`config.mk`:
```
export PLATFORM = sky130hd
export DESIGN_NAME = vga_timing_generator_flat
export DESIGN_NICKNAME = d
export VERILOG_FILES = /design/src/rtl/vga_timing_generator_if.sv /design/src/rtl/vga_timing_generator.sv /design/src/flat_wrapper.sv
export SDC_FILE = /design/constraint.sdc
export NUM_CORES = 1
export LEC_CHECK = 0
export CORE_MARGIN = 2
export CORE_UTILIZATION = 52
export CTS_CLUSTER_DIAMETER = 50
export DETAILED_ROUTE_END_ITERATION = 16
export GPL_ROUTABILITY_DRIVEN = 0
export GPL_TIMING_DRIVEN = 0
export HOLD_SLACK_MARGIN = 0.05
export PLACE_DENSITY = 0.76
export SLEW_MARGIN = 20
export SYNTH_ARGS = -nofsm -noshare
export SYNTH_HDL_FRONTEND = slang
export SYNTH_SLANG_ARGS = --single-unit
export TNS_END_PERCENT = 1
```
`constraint.sdc`:
```
create_clock -name clock_i -period 3.7 [get_ports clock_i]
set_input_delay 1.11 -clock clock_i [delete_from_list [all_inputs] [get_ports clock_i]]
set_output_delay 1.11 -clock clock_i [all_outputs]
set_load 0.05 [all_outputs]
```
`src/rtl/vga_timing_generator_if.sv`:
```
// rtl/vga_timing_generator_if.sv - raster timing bundle from the timing generator to the pixel pipeline and DAC
interface vga_timing_generator_if;
    logic [9:0] x_pixel_coord_o;
    logic [9:0] y_pixel_coord_o;
    logic       is_inside_visible_region_o;
    logic       frame_start_o;
    logic       line_end_o;
    logic [7:0] frame_count_o;
    logic       hsync_n_o;
    logic       vsync_n_o;
    logic       blank_n_o;

    modport master (
        output x_pixel_coord_o, y_pixel_coord_o, is_inside_visible_region_o,
               frame_start_o, line_end_o, frame_count_o,
               hsync_n_o, vsync_n_o, blank_n_o
    );

    modport slave (
        input  x_pixel_coord_o, y_pixel_coord_o, is_inside_visible_region_o,
               frame_start_o, line_end_o, frame_count_o,
               hsync_n_o, vsync_n_o, blank_n_o
    );
endinterface

```
`src/rtl/vga_timing_generator.sv`:
```
// rtl/vga_timing_generator.sv - free-running 640x480@60 raster counters, strobes and delayed DAC syncs
module vga_timing_generator #(
    parameter int H_VISIBLE  = 640,
    parameter int H_FRONT    = 16,
    parameter int H_SYNC     = 96,
    parameter int H_BACK     = 48,
    parameter int V_VISIBLE  = 480,
    parameter int V_FRONT    = 10,
    parameter int V_SYNC     = 2,
    parameter int V_BACK     = 33,
    parameter int SYNC_DELAY = 1
) (
    input  logic                          clock_i,
    input  logic                          reset_i,
    vga_timing_generator_if.master        vga
);
    localparam logic [9:0] H_LAST      = 10'(H_VISIBLE + H_FRONT + H_SYNC + H_BACK - 1);
    localparam logic [9:0] V_LAST      = 10'(V_VISIBLE + V_FRONT + V_SYNC + V_BACK - 1);
    localparam logic [9:0] H_VIS       = 10'(H_VISIBLE);
    localparam logic [9:0] V_VIS       = 10'(V_VISIBLE);
    localparam logic [9:0] H_VIS_LAST  = 10'(H_VISIBLE - 1);
    localparam logic [9:0] H_SYNC_BEG  = 10'(H_VISIBLE + H_FRONT);
    localparam logic [9:0] H_SYNC_END  = 10'(H_VISIBLE + H_FRONT + H_SYNC);
    localparam logic [9:0] V_SYNC_BEG  = 10'(V_VISIBLE + V_FRONT);
    localparam logic [9:0] V_SYNC_END  = 10'(V_VISIBLE + V_FRONT + V_SYNC);

    logic [9:0] x_nxt;
    logic [9:0] y_nxt;
    logic       vis_nxt;
    logic       frame_start_nxt;
    logic       line_end_nxt;
    logic       hsync_n_nxt;
    logic       vsync_n_nxt;
    logic       hsync_n_raw;
    logic       vsync_n_raw;
    logic [2:0] sync_raw;

    // Flags are decoded from the next counts so they land on the same edge as the coordinates.
    always_comb begin
        x_nxt = (vga.x_pixel_coord_o == H_LAST) ? 10'd0 : vga.x_pixel_coord_o + 10'd1;
        y_nxt = vga.y_pixel_coord_o;
        if (vga.x_pixel_coord_o == H_LAST) begin
            y_nxt = (vga.y_pixel_coord_o == V_LAST) ? 10'd0 : vga.y_pixel_coord_o + 10'd1;
        end
        vis_nxt         = (x_nxt < H_VIS) && (y_nxt < V_VIS);
        frame_start_nxt = (x_nxt == 10'd0) && (y_nxt == 10'd0);
        line_end_nxt    = (x_nxt == H_VIS_LAST) && (y_nxt < V_VIS);
        hsync_n_nxt     = !((x_nxt >= H_SYNC_BEG) && (x_nxt < H_SYNC_END));
        vsync_n_nxt     = !((y_nxt >= V_SYNC_BEG) && (y_nxt < V_SYNC_END));
    end

    always_ff @(posedge clock_i or negedge reset_i) begin
        if (!reset_i) begin
            vga.x_pixel_coord_o            <= H_LAST;
            vga.y_pixel_coord_o            <= V_LAST;
            vga.is_inside_visible_region_o <= 1'b0;
            vga.frame_start_o              <= 1'b0;
            vga.line_end_o                 <= 1'b0;
            vga.frame_count_o              <= 8'd0;
            hsync_n_raw                    <= 1'b1;
            vsync_n_raw                    <= 1'b1;
        end else begin
            vga.x_pixel_coord_o            <= x_nxt;
            vga.y_pixel_coord_o            <= y_nxt;
            vga.is_inside_visible_region_o <= vis_nxt;
            vga.frame_start_o              <= frame_start_nxt;
            vga.line_end_o                 <= line_end_nxt;
            vga.frame_count_o              <= vga.frame_count_o + 8'(frame_start_nxt);
            hsync_n_raw                    <= hsync_n_nxt;
            vsync_n_raw                    <= vsync_n_nxt;
        end
    end

    assign sync_raw = {hsync_n_raw, vsync_n_raw, vga.is_inside_visible_region_o};

    // DAC-side delay matches the colour read latency of the line memory.
    generate
        if (SYNC_DELAY == 0) begin : g_no_delay
            assign {vga.hsync_n_o, vga.vsync_n_o, vga.blank_n_o} = sync_raw;
        end else begin : g_delay
            logic [2:0] pipe [SYNC_DELAY];

            always_ff @(posedge clock_i or negedge reset_i) begin
                if (!reset_i) begin
                    for (int i = 0; i < SYNC_DELAY; i++) begin
                        pipe[i] <= 3'b110;
                    end
                end else begin
                    pipe[0] <= sync_raw;
                    for (int i = 1; i < SYNC_DELAY; i++) begin
                        pipe[i] <= pipe[i-1];
                    end
                end
            end

            assign {vga.hsync_n_o, vga.vsync_n_o, vga.blank_n_o} = pipe[SYNC_DELAY-1];
        end
    endgenerate
endmodule

```
`src/flat_wrapper.sv`:
```
// flat-port wrapper written by rule: the top's interface ports become plain ports
module vga_timing_generator_flat 
#(
    parameter int H_VISIBLE  = 640,
    parameter int H_FRONT    = 16,
    parameter int H_SYNC     = 96,
    parameter int H_BACK     = 48,
    parameter int V_VISIBLE  = 480,
    parameter int V_FRONT    = 10,
    parameter int V_SYNC     = 2,
    parameter int V_BACK     = 33,
    parameter int SYNC_DELAY = 1
)
  (clock_i, reset_i, vga_x_pixel_coord_o, vga_y_pixel_coord_o, vga_is_inside_visible_region_o, vga_frame_start_o, vga_line_end_o, vga_frame_count_o, vga_hsync_n_o, vga_vsync_n_o, vga_blank_n_o);
  vga_timing_generator_if vga_i ();
  input  logic clock_i;
  input  logic reset_i;
  output wire logic [$bits(vga_i.x_pixel_coord_o)-1:0] vga_x_pixel_coord_o;
  output wire logic [$bits(vga_i.y_pixel_coord_o)-1:0] vga_y_pixel_coord_o;
  output wire logic [$bits(vga_i.is_inside_visible_region_o)-1:0] vga_is_inside_visible_region_o;
  output wire logic [$bits(vga_i.frame_start_o)-1:0] vga_frame_start_o;
  output wire logic [$bits(vga_i.line_end_o)-1:0] vga_line_end_o;
  output wire logic [$bits(vga_i.frame_count_o)-1:0] vga_frame_count_o;
  output wire logic [$bits(vga_i.hsync_n_o)-1:0] vga_hsync_n_o;
  output wire logic [$bits(vga_i.vsync_n_o)-1:0] vga_vsync_n_o;
  output wire logic [$bits(vga_i.blank_n_o)-1:0] vga_blank_n_o;
  assign vga_x_pixel_coord_o = vga_i.x_pixel_coord_o;
  assign vga_y_pixel_coord_o = vga_i.y_pixel_coord_o;
  assign vga_is_inside_visible_region_o = vga_i.is_inside_visible_region_o;
  assign vga_frame_start_o = vga_i.frame_start_o;
  assign vga_line_end_o = vga_i.line_end_o;
  assign vga_frame_count_o = vga_i.frame_count_o;
  assign vga_hsync_n_o = vga_i.hsync_n_o;
  assign vga_vsync_n_o = vga_i.vsync_n_o;
  assign vga_blank_n_o = vga_i.blank_n_o;
  vga_timing_generator #(.H_VISIBLE(H_VISIBLE), .H_FRONT(H_FRONT), .H_SYNC(H_SYNC), .H_BACK(H_BACK), .V_VISIBLE(V_VISIBLE), .V_FRONT(V_FRONT), .V_SYNC(V_SYNC), .V_BACK(V_BACK), .SYNC_DELAY(SYNC_DELAY)) u_core (.clock_i(clock_i), .reset_i(reset_i), .vga(vga_i));
endmodule
```
# == After elaboration in Yosys (flattened, before gate mapping) ==
# Index checks and enable logic that the tools add are counted.
# classes
n_reduce_logical,9
magnitude_cmp,6
bitwise_logic,0
eq_ne,3
n_div,0
add_sub_neg,3
mux,3
multipliers,0
n_shift,0
# ops
op,n
"== test 10 bit, second input constant",3
2-to-1 mux 10 bit,3
"adder 10 x 1 -> 10 bit, second input constant",2
logical NOT 10 bit,2
"less-than comparator 10 bit, second input constant",2
"less-than comparator 10 x 9 -> 1 bit, second input constant",2
">= comparator 10 bit, second input constant",1
">= comparator 10 x 9 -> 1 bit, second input constant",1
adder 8 x 1 -> 8 bit,1
logical AND 1 bit,5
logical NOT 1 bit,2
# totals
latchBits,0
out_inout_bits,34
memories,0
inputBits,2
mem_bits_rw,0
mem_bits_ro,0
regBits,36
wordCells,33

# == Longest topological paths before layout ==
# depth
depth_word,6
mapped_depth,13
depth_no_buf,12

# == Least setup slack after synthesis ==
# No wires, ideal clock.
# synth_path
kind,register to register
startpoint,register u_core.vga.x_pixel_coord_o[6]
endpoint,register u_core.vga.frame_count_o[7] in the netlist's numbering
path_stages_with_launch,14
arrival_time_ns,3.234
path_slack_ns,0.326
period_less_slack_ns,3.374
setup_ns,0.140
path_cell_list,dfrtp_1 buf_6 or4b_4 buf_6 nor3_4 o21ai_1 a22o_1 nand2b_4 nor3_1 ha_1 and3_1 nand3_1 or2_2 xnor2_1
# synth_via
elab_chain_cells,5
# synth_rtl
element,line,text
"start, declared",vga_timing_generator_if.sv:14,"output x_pixel_coord_o, y_pixel_coord_o, is_inside_visible_region_o,"
"start signal, assigned",vga_timing_generator.sv:63,vga.x_pixel_coord_o <= x_nxt;
== test 10 bit,vga_timing_generator.sv:42,if (vga.x_pixel_coord_o == H_LAST) begin
2-to-1 mux 10 bit,vga_timing_generator.sv:42,
via u_core.y_nxt[9],vga_timing_generator.sv:28,logic [9:0] y_nxt;
logical NOT 10 bit,vga_timing_generator.sv:46,frame_start_nxt = (x_nxt == 10'd0) && (y_nxt == 10'd0);
logical AND 1 bit,vga_timing_generator.sv:46,
via u_core.frame_start_nxt,vga_timing_generator.sv:30,logic frame_start_nxt;
adder 8 x 1 -> 8 bit,vga_timing_generator.sv:68,vga.frame_count_o <= vga.frame_count_o + 8'(frame_start_nxt);
"end signal, assigned",vga_timing_generator.sv:68,
"end, declared",vga_timing_generator_if.sv:15,"frame_start_o, line_end_o, frame_count_o,"
# The timed path passes the listed nets, and every way through them passes these cells.

# == Worst setup path in the final report ==
# Ends and elaborated chain as after synthesis.

==> summary.md <==
| Metric | Value |
|---|---|
| Status | complete, no violations |
| Layout cells sized above 1 | 0.200 |
| Via count | 1,545 |
| Ys flop type | dfrtp_1 |
| Post-Syn Area | 1920 um^2 |
| Hold_buf cts | 0 |
| Maximum clock rate | 0.292 GHz |
| Arr. time, crit path | 3600 ps |
| Rel. slew slack | 0.666 |
| Final hold vios | 0 |
| Final min period | 3430 ps |
| I/O Pins | 36 |
| Total negative slack | 0 ps |
| # DRC | 0 |
| Die Y | 64.8 um |
| Clock root buffer | clkbuf_8 |
| Core area | 3610 um^2 |
| Period Utilization, post-route | 0.926 |
| Syn nets | 190 |
| Worst-path clk slew | 70 ps |
| Die width | 64.8 um |
| CTS buffer count | 5 |
| CTS H-tree depth | 2 |
| Area post-placement | 2350 um^2 |
| First-pass GRT wire length | 6960 um |
| Asr flop ratio synth | 1.00 |
| CTS sink count | 36 |
| Initial Utilization | 0.533 |
| Worst skew pair latency | 290 ps |
| HP Class | reg2reg |
| Non-Filler Instances | 273 |
| Synth warnings | 0 |
| Initial antenna violation count | 0 |
| Final setup fails | 0 |
| Vias in the first global route | 1,519 |
| Gate power share | 0.015 |
| Number of max-cap violations | 0 |
| Worst slack, placed | 118 ps |
| Max VDD drop | 0.178 mV |
| Via/cell ratio | 5.66 |
| Area growth, synth to finish | 27.5% |
| Post-route setup slack | 272 ps |
| Clock tree from TritonCTS | done |
| Nets | 233 |
| Full die area | 4200 um^2 |
| Total wire length after detailed routing | 3950 um |
| Total gr overflow | 0 |
| CP Max Fanout | 9 |
| Sw Pwr | 0.000142 W |
| GRT Overall Usage | 0.216 |
| Final instance area | 2450 um^2 |
| # placed instances | 265 |
| Startpoint types | register |
| Post-synth cell types | 44 |
| DR pass1 iterations | 4 |
| Pins Over Slew Limit | 0 |
| Drt wl/cell | 14.5 um |
| HPWL after DPL | 2960 um |
| Inserted Diodes | 0 |
| Hold Path Stages | 0 |
| Pwr Density | 280 nW/um^2 |
| Fill count | 294 |
| Flop pwr share | 0.574 |
| Worst Clk Skew | 5.93 ps |
| Largest net degree at the start of global routing | 35 |
| Number of synthesized flops with an enable pin | 0 |
| Critical path endpoint category | register |
| CP Class | reg2reg |
| Clock Path Buffers | 2 |
| #FFs+latches synth | 36 |
| DRT antenna net count | 0 |
| Cell internal pwr | 0.000545 W |
| Lkg Pwr | 1.04 nW |
| Worst slew pin tran | 500 ps |
| Syn Inst Count | 181 |
| Total power | 0.000687 W |
| Rows | 22 |
| Avg Cell Area, Syn | 10.6 um^2 |
| Clock share of power | 0.411 |
| Switching part of the total | 0.206 |
| Port Buffers | 35 |
| Unrepaired setup endpoints after global routing | false |
| Starting DRT DRC Count | 53 |
| Worst r2r path cells | 13 |
| Seq/Total Area, Yosys | 0.478 |
| Critical path required time | 3870 ps |
## synthesized netlist by cell type, drive strengths merged (3+ instances only)
| cell | n | area [um^2] |
|---|---|---|
| o21ai | 9 | 45.0 |
| mux2 | 3 | 33.8 |
| and3 | 4 | 26.3 |
| a21oi | 3 | 15.0 |
| ha | 7 | 87.6 |
| nand2 | 13 | 48.8 |
| nor4 | 6 | 43.8 |
| xor2 | 6 | 52.6 |
| nand3 | 11 | 55.1 |
| nand4 | 9 | 56.3 |
| a22o | 3 | 26.3 |
| inv | 9 | 33.8 |
| dfstp | 14 | 368 |
| and4 | 3 | 28.8 |
| xnor2 | 12 | 105 |
| dfrtp | 22 | 551 |
| nor3 | 8 | 51.3 |
| a31oi | 3 | 18.8 |
| clkbuf | 5 | 38.8 |
| nor2 | 10 | 45.0 |
## cell type report
class / count / area [um^2] / share of cell area
flip-flops and latches: 36 / 918 / 0.375
multi-input cells: 129 / 912 / 0.372
repair buffers: 38 / 380 / 0.155
clock buffers: 6 / 82.6 / 0.0337
well taps: 48 / 60.1 / 0.0245
plain buffers: 5 / 53.8 / 0.0219
inverters: 9 / 33.8 / 0.0138
clock inverters: 2 / 10.0 / 0.00408
## timing repair
action                                 4_1_cts  5_1_grt
setup buffers                                0        2
gates resized for setup                      0        1
endpoints found under the hold margin        0        0
setup endpoints to repair                    0        1
## cells in the final DEF (no fill, tap or decap), types with 2 or more instances in the layout
| cell | instances |
|---|---|
| buf_6 | 2 |
| nor3_1 | 7 |
| xnor2_1 | 12 |
| nand4_1 | 9 |
| and4_1 | 2 |
| inv_1 | 9 |
| nand3_1 | 11 |
| clkinv_2 | 2 |
| and2b_1 | 2 |
| nand4b_1 | 2 |
| a31oi_1 | 3 |
| mux2_2 | 3 |
| nor2_1 | 9 |
| a22o_1 | 3 |
| and3_1 | 3 |
| nand2_1 | 13 |
| o21ai_0 | 8 |
| mux2i_1 | 2 |
| ha_1 | 6 |
| xor2_1 | 6 |
| dfrtp_1 | 22 |
| clkbuf_8 | 8 |
| clkdlybuf4s50_1 | 34 |
| dfstp_2 | 14 |
| nor4_1 | 5 |
| buf_4 | 2 |
| a21oi_1 | 3 |
## power by group through the flow
stage               combinational [W]  clock, W  sequential, W
floorplan              0.000000000404         0       0.000401
global placement           0.00000838         0       0.000401
detailed placement          0.0000109         0       0.000401
CTS                         0.0000109  0.000290       0.000394
global route                0.0000121  0.000306       0.000394
finish                      0.0000102  0.000282       0.000394
## cell families after synthesis
logic type | synth area share
and+or+nand+nor | 0.243
xor gates and xnor gates | 0.0820
adders and majority gates | 0.0455
buffers and inverters | 0.0494
DFF | 0.478
muxes | 0.0280
AOI/OAI and AO/OA | 0.0748
## sequential cells by signal, summed over array words and instances (netlist names)
register	count
u_core.vga.x_pixel_coord_o	10
u_core.vga.line_end_o	1
u_core.hsync_n_raw	1
u_core.vga.frame_start_o	1
u_core.vga.is_inside_visible_region_o	1
u_core.vga.y_pixel_coord_o	10
u_core.vsync_n_raw	1
u_core.vga.frame_count_o	8
u_core.g_delay.pipe	3
## worst max-delay path: stages, from the launching register on
cell	delay (ps)
dfrtp_1	390
buf_6	140
or4b_4	530
buf_6	150
nor4_1	330
xor2_1	150
nor2_1	150
nand4_1	140
nor3_1	310
ha_1	260
and3_1	180
nand3_1	120
or2_2	330
xnor2_1	130
## final timing paths
path / start / to / slack, ps
max in group asynchronous: reset_i / u_core.vga.x_pixel_coord_o[8] / 2640
min in group asynchronous: reset_i / u_core.vga.frame_count_o[3] / 620
worst min-delay path: u_core.hsync_n_raw / u_core.g_delay.pipe[2] / 360
worst max register to register: u_core.vga.x_pixel_coord_o[6] / u_core.vga.frame_count_o[7] / 270
worst max-delay path: u_core.vga.x_pixel_coord_o[6] / u_core.vga.frame_count_o[7] / 270
worst min register to register: u_core.hsync_n_raw / u_core.g_delay.pipe[2] / 360
## metrics by stage
stage                     hold slack (ps)   util
after detailed placement              349  0.651
after CTS                             358  0.677
after global routing                  364  0.680
after global placement                346  0.647
final                                 356  0.680
after floorplan                       345      -
## layer usage
layer	vias up	global-route usage	share of wire
met5	-	0	0
met4	0	0.0904	0.016
met3	8	0.0417	0.050
met2	53	0.345	0.49
met1	744	0.288	0.45
li1	740	-	-
(Power assumes the default switching activity.)
